**config.mk**
```make
export PLATFORM = sky130hd
export DESIGN_NAME = g_3dbnc_n
export DESIGN_NICKNAME = d
export VERILOG_FILES = /design/src/rtl/g_3dbnc_n_pkg.sv /design/src/rtl/g_3dbnc_n_dbnc1.sv /design/src/rtl/g_3dbnc_n.sv
export SDC_FILE = /design/constraint.sdc
export NUM_CORES = 1
export LEC_CHECK = 0
export ABC_AREA = 1
export BUFFER_PORTS_ARGS = -buffer_cell sky130_fd_sc_hd__buf_4
export CORE_MARGIN = 2
export CORE_UTILIZATION = 45
export DETAILED_ROUTE_END_ITERATION = 12
export GPL_TIMING_DRIVEN = 1
export HOLD_SLACK_MARGIN = 0.15
export PLACE_DENSITY = 0.7
export SYNTH_ARGS = -nofsm -noshare
export SYNTH_HDL_FRONTEND = slang
export SYNTH_SLANG_ARGS = --single-unit
```
**constraint.sdc**
```tcl
create_clock -name CK -period 1 [get_ports CK]
set_input_delay 0.2 -clock CK [delete_from_list [all_inputs] [get_ports CK]]
set_output_delay 0.2 -clock CK [all_outputs]
set_load 0.02 [all_outputs]
```
**src/rtl/g_3dbnc_n_pkg.sv**
```systemverilog
// Shared definitions for the three-channel active-low input conditioner:
// per-channel FSM state encoding and the legal parameter ranges.
package g_3dbnc_n_pkg;

  typedef enum logic {
    DB_IDLE = 1'b0,
    DB_CNT  = 1'b1
  } db_state_e;

  localparam int SYNC_STAGES_MIN = 2;
  localparam int SYNC_STAGES_MAX = 4;
  localparam int DB_CYCLES_MIN   = 1;
  localparam int DB_CYCLES_MAX   = 65535;

  function automatic bit in_range(input int v, input int lo, input int hi);
    return (v >= lo) && (v <= hi);
  endfunction

endpackage

```
**src/rtl/g_3dbnc_n_dbnc1.sv**
```systemverilog
// One conditioner channel: synchroniser chain, then a two-state debounce FSM
// that only follows the synchronised input after DB_CYCLES stable cycles.
module g_dbnc1
  import g_3dbnc_n_pkg::*;
#(
  parameter int SYNC_STAGES = 2,
  parameter int DB_CYCLES   = 4
) (
  input  logic CK,
  input  logic CD,
  input  logic DIN_N,
  output logic DOUT_N,
  output logic CHG1
);

  localparam int CW = $clog2(DB_CYCLES + 1);
  localparam logic [CW-1:0] CNT_LAST = CW'(DB_CYCLES - 1);

  logic [SYNC_STAGES-1:0] sync_q;
  logic                   s;
  db_state_e              state_q, state_d;
  logic [CW-1:0]          cnt_q, cnt_d;
  logic                   out_q, out_d;
  logic                   chg_q, chg_d;

  assign s      = sync_q[SYNC_STAGES-1];
  assign DOUT_N = out_q;
  assign CHG1   = chg_q;

  always_ff @(posedge CK or posedge CD) begin
    if (CD) begin
      sync_q  <= '1;
      state_q <= DB_IDLE;
      cnt_q   <= '0;
      out_q   <= 1'b1;
      chg_q   <= 1'b0;
    end else begin
      sync_q  <= {sync_q[SYNC_STAGES-2:0], DIN_N};
      state_q <= state_d;
      cnt_q   <= cnt_d;
      out_q   <= out_d;
      chg_q   <= chg_d;
    end
  end

  always_comb begin
    state_d = state_q;
    cnt_d   = cnt_q;
    out_d   = out_q;
    case (state_q)
      DB_IDLE: begin
        cnt_d = '0;
        if (s != out_q) begin
          // A single-cycle filter has nothing to count: follow immediately.
          if (DB_CYCLES == 1) begin
            out_d = s;
          end else begin
            state_d = DB_CNT;
            cnt_d   = CW'(1);
          end
        end
      end
      DB_CNT: begin
        if (s == out_q) begin
          state_d = DB_IDLE;
          cnt_d   = '0;
        end else if (cnt_q == CNT_LAST) begin
          out_d   = s;
          state_d = DB_IDLE;
          cnt_d   = '0;
        end else begin
          cnt_d = cnt_q + CW'(1);
        end
      end
    endcase
    chg_d = (out_d != out_q);
  end

endmodule

```
**src/rtl/g_3dbnc_n.sv**
```systemverilog
// Three-channel active-low input conditioner feeding the g_3and3 decode stage:
// three independent debounce channels plus a merged one-cycle change pulse.
module g_3dbnc_n
  import g_3dbnc_n_pkg::*;
#(
  parameter int SYNC_STAGES = 2,
  parameter int DB_CYCLES   = 4
) (
  input  logic CK,
  input  logic CD,
  input  logic AIN_N,
  input  logic BIN_N,
  input  logic CIN_N,
  output logic AN,
  output logic BN,
  output logic CN,
  output logic CHG
);

  generate
    if (!in_range(SYNC_STAGES, SYNC_STAGES_MIN, SYNC_STAGES_MAX)) begin : g_bad_sync
      $error("g_3dbnc_n: SYNC_STAGES must be within 2..4");
    end
    if (!in_range(DB_CYCLES, DB_CYCLES_MIN, DB_CYCLES_MAX)) begin : g_bad_db
      $error("g_3dbnc_n: DB_CYCLES must be within 1..65535");
    end
  endgenerate

  logic chg_a, chg_b, chg_c;
  logic chg_q, chg_d;

  g_dbnc1 #(.SYNC_STAGES(SYNC_STAGES), .DB_CYCLES(DB_CYCLES)) u_dbnc_a (
    .CK(CK), .CD(CD), .DIN_N(AIN_N), .DOUT_N(AN), .CHG1(chg_a)
  );

  g_dbnc1 #(.SYNC_STAGES(SYNC_STAGES), .DB_CYCLES(DB_CYCLES)) u_dbnc_b (
    .CK(CK), .CD(CD), .DIN_N(BIN_N), .DOUT_N(BN), .CHG1(chg_b)
  );

  g_dbnc1 #(.SYNC_STAGES(SYNC_STAGES), .DB_CYCLES(DB_CYCLES)) u_dbnc_c (
    .CK(CK), .CD(CD), .DIN_N(CIN_N), .DOUT_N(CN), .CHG1(chg_c)
  );

  // Merging before the register keeps CHG a single pulse when channels change together.
  assign chg_d = chg_a | chg_b | chg_c;

  always_ff @(posedge CK or posedge CD) begin
    if (CD) chg_q <= 1'b0;
    else    chg_q <= chg_d;
  end

  assign CHG = chg_q;

endmodule

```
==> flow_summary_export.csv <==
group,metric,value,unit
synthesis,syn_inst,92,
setup_path,r2r_end,"u_dbnc_a.CHG1$_DFF_PP0_",
power_and_ir_drop,p_switching,934,µW
route,antenna_left,0,
global_route,grt_pass1_wl,2450,µm
die,fp.coreArea,1980,µm²
timing,setup-tns-final,-1.83,ns
timing,finalSetupViolCount,18,
route,routedWlPerCell,9.97,µm
die,pin_count,9,
setup_path,critPathMaxStageDelay,0.57,ns
timing,slew_headroom,90.5,%
synthesis,syn_avg_cell_area,10.3,µm²
setup_path,endpoint_kind,"output port",
cells_and_area,drive_above_1_share,43.0,%
clock_network,clk_pin_slew,0.13,ns
die,dieArea,2480,µm²
synthesis,ys_seq_area_share,67.3,%
timing,clock-skew-final,0.00303,ns
setup_path,cp-endpoint,"AN",
synthesis,synth_fp_nets,100,
clock_network,cts_buffer_depth,2,
route,drcViolationCount,0,
global_route,grt_max_degree,26,
clock_network,clk_latency,0.31,ns
setup_path,cp_num_cells,1,
synthesis,ys_ff_latch,25,
timing,slew_viol_final,0,
die,chipHeight,49.8,µm
cells_and_area,nets,123,
global_route,grt_pass1_vias,626,
place,hpwlAfterDp,862,µm
setup_path,worstSetupPathType,"reg2out",
setup_path,cp-startpoint,"u_dbnc_a.DOUT_N$_DFF_PP1_",
power_and_ir_drop,vdd_drop_max,0.00133,V
timing,fmax,837,MHz
setup_path,required,0.80,ns
cells_and_area,n_antenna_cell,0,
power_and_ir_drop,seqPwrFrac,49.8,%
timing,fin_crit,1.20,ns
timing,min_period_over_period,120,%
cells_and_area,fin_util,62.4,%
outcome,violations,"negative setup slack",
setup_path,crit_arrival,1.00,ns
setup_path,r2r_start,"u_dbnc_a.DOUT_N$_DFF_PP1_",
power_and_ir_drop,p_clk_share,15.3,%
setup_path,worstRegToRegCells,7,
die,start_util,47.7,%
place,io_buffers,8,
clock_network,root_buffer,"clkbuf_4",
setup_path,crit_buf_inv,1,
setup_path,cp_top_family,"flip-flops",
timing,tightest_slew,0.142,ns
clock_network,cts.sinks,25,
place,place.gp.congestion,0.699,
setup_path,path_cells,"buf_6",
synthesis,yosys_warnings,0,
clock_network,cts_max_level,1,
synthesis,yosysUniqueCellTypes,17,
timing,fin_ws,-0.195,ns
timing,final_hold_viol_count,0,
route,drt_iter0_drc,2,
global_route,grt_overflow,0,
die,die_x,49.8,µm
route,vias,613,
route,drt-total-wl,1410,µm
power_and_ir_drop,p_int,1910,µW
route,dr.pass1.iters,4,
cells_and_area,syn2layout_area_growth,30.7,%
setup_path,crit_fanout,2,
power_and_ir_drop,combPwrFrac,34.9,%
global_route,antenna_found_initial,0,
synthesis,netlist_area,946,µm²
timing,rsz0062_at_grt,"true",
setup_path,critPathSlowestCell,"dfstp_2",
setup_path,crit_path_start_kind,"flip-flop",
min_path,hold_class,"reg2reg",
die,fp-row-count,16,
setup_path,worst-r2r-setup-slack,-0.12,ns
route,viasPerCell,4.35,
power_and_ir_drop,switching_share,32.9,%
power_and_ir_drop,cellPowerDensity,2300,nW/µm²
clock_network,cts_tree,"yes",
outcome,outcome,"finished, violations left",
run,drv_cap,0,
power_and_ir_drop,p_leak,0.000617,µW
global_route,grt.total_usage,13.1,%
clock_network,numCtsBuffers,3,
[layout by cell type, fill, tap and decap left out]
master          n
inv_1          15
ha_1            2
or2_1           1
nand2_2        11
or3_1           1
nand3_2         3
clkbuf_4        3
nor2_1          8
inv_2           4
a21oi_2         1
nand3_1         1
buf_4           6
nor2_2          3
buf_6           7
nand2_1        11
ha_2            1
dlygate4sd3_1   4
clkbuf_1        1
dfstp_2         9
dfrtp_1        16
or2_0           1
nand3b_1        1
o21ai_1         3
buf_12          1
[stage by stage]
stage / instance area (µm²) / hold slack [ns] / cells / power (µW) / worst slack [ns]
6_report: 1240 / 0.365 / 141 / 2840 / -0.195
5_1_grt: 1240 / 0.373 / 141 / 3060 / -0.231
4_1_cts: 1180 / 0.366 / 139 / 2670 / -0.189
3_5_place_dp: 1060 / 0.243 / 128 / 2080 / 0.0133
3_3_place_gp: 1060 / 0.240 / 128 / 2030 / 0.0382
2_1_floorplan: 946 / 0.204 / 92 / 1860 / 0.0116
[Yosys cell counts]
cell type | count | share of area, %
nand2_1 | 21 | 8.3
dfrtp_1 | 16 | 42
nand3b_1 | 1 | 0.79
inv_2 | 1 | 0.40
or2_1 | 1 | 0.66
a21oi_1 | 1 | 0.53
nor2_2 | 1 | 0.66
or3_1 | 1 | 0.66
o21ai_1 | 3 | 1.6
or2_0 | 1 | 0.66
nor2_1 | 10 | 4.0
nand3_2 | 1 | 1.1
nand3_1 | 3 | 1.6
inv_1 | 18 | 7.1
dfstp_2 | 9 | 25
nand2_2 | 1 | 0.66
ha_1 | 3 | 4.0
[flip-flops by register name (all words and copies together) (netlist names), 2 cells and up]
register         flops
u_dbnc_a.cnt_q       3
u_dbnc_b.cnt_q       3
u_dbnc_c.cnt_q       3
u_dbnc_a.sync_q      2
u_dbnc_b.sync_q      2
u_dbnc_c.sync_q      2
[power by group through the flow]
stage | Clock [µW] | Combinational, µW | Sequential, µW
detailed placement | 0 | 649 | 1430
finish | 435 | 992 | 1410
CTS | 443 | 826 | 1400
global route | 491 | 1120 | 1440
global placement | 0 | 617 | 1420
floorplan | 0 | 382 | 1480
[area by class of cell]
cell class,count,area [µm²]
clock buffers,4,26.3
fillers,156,746
inverters,19,71.3
multi-input cells,48,284
flip-flops and latches,25,637
well taps,27,33.8
repair buffers,18,184
[how the worst min path moves through the flow]
stage                                  from  depth (start not counted)  slack (ns)                           end
2_1_floorplan                         AIN_N                          0        0.20  u_dbnc_a.sync_q[0]$_DFF_PP1_
3_3_place_gp                             CD                          3        0.24   u_dbnc_b.cnt_q[2]$_DFF_PP0_
3_5_place_dp                             CD                          3        0.24   u_dbnc_b.cnt_q[2]$_DFF_PP0_
4_1_cts        u_dbnc_a.sync_q[0]$_DFF_PP1_                          0        0.37  u_dbnc_a.sync_q[1]$_DFF_PP1_
6_report       u_dbnc_a.sync_q[0]$_DFF_PP1_                          0        0.36  u_dbnc_a.sync_q[1]$_DFF_PP1_
5_1_grt        u_dbnc_a.sync_q[0]$_DFF_PP1_                          0        0.37  u_dbnc_a.sync_q[1]$_DFF_PP1_
[routing by layer]
layer  part of all wire, %  wire, µm  track usage (%)
met5                     0         0                0
met1                    45       634             15.9
met4                   2.6        37             8.33
met3                   2.3        32             2.73
met2                    50       702             21.3
[timing repair]
action,in CTS,in global routing
cloned,0,0
buffers inserted,3,2
setup endpoints to repair,8,21
gates resized for setup,10,16
pin swaps,2,1
hold buffers,4,0
hold endpoints to repair,28,0
[logic make-up after synthesis]
family	synth area share (%)
buf+inv	7.54
compound gates	2.12
flops	67.3
fa+ha+maj	3.97
simple gates	19.1
Power figures use the tool's default switching activity.
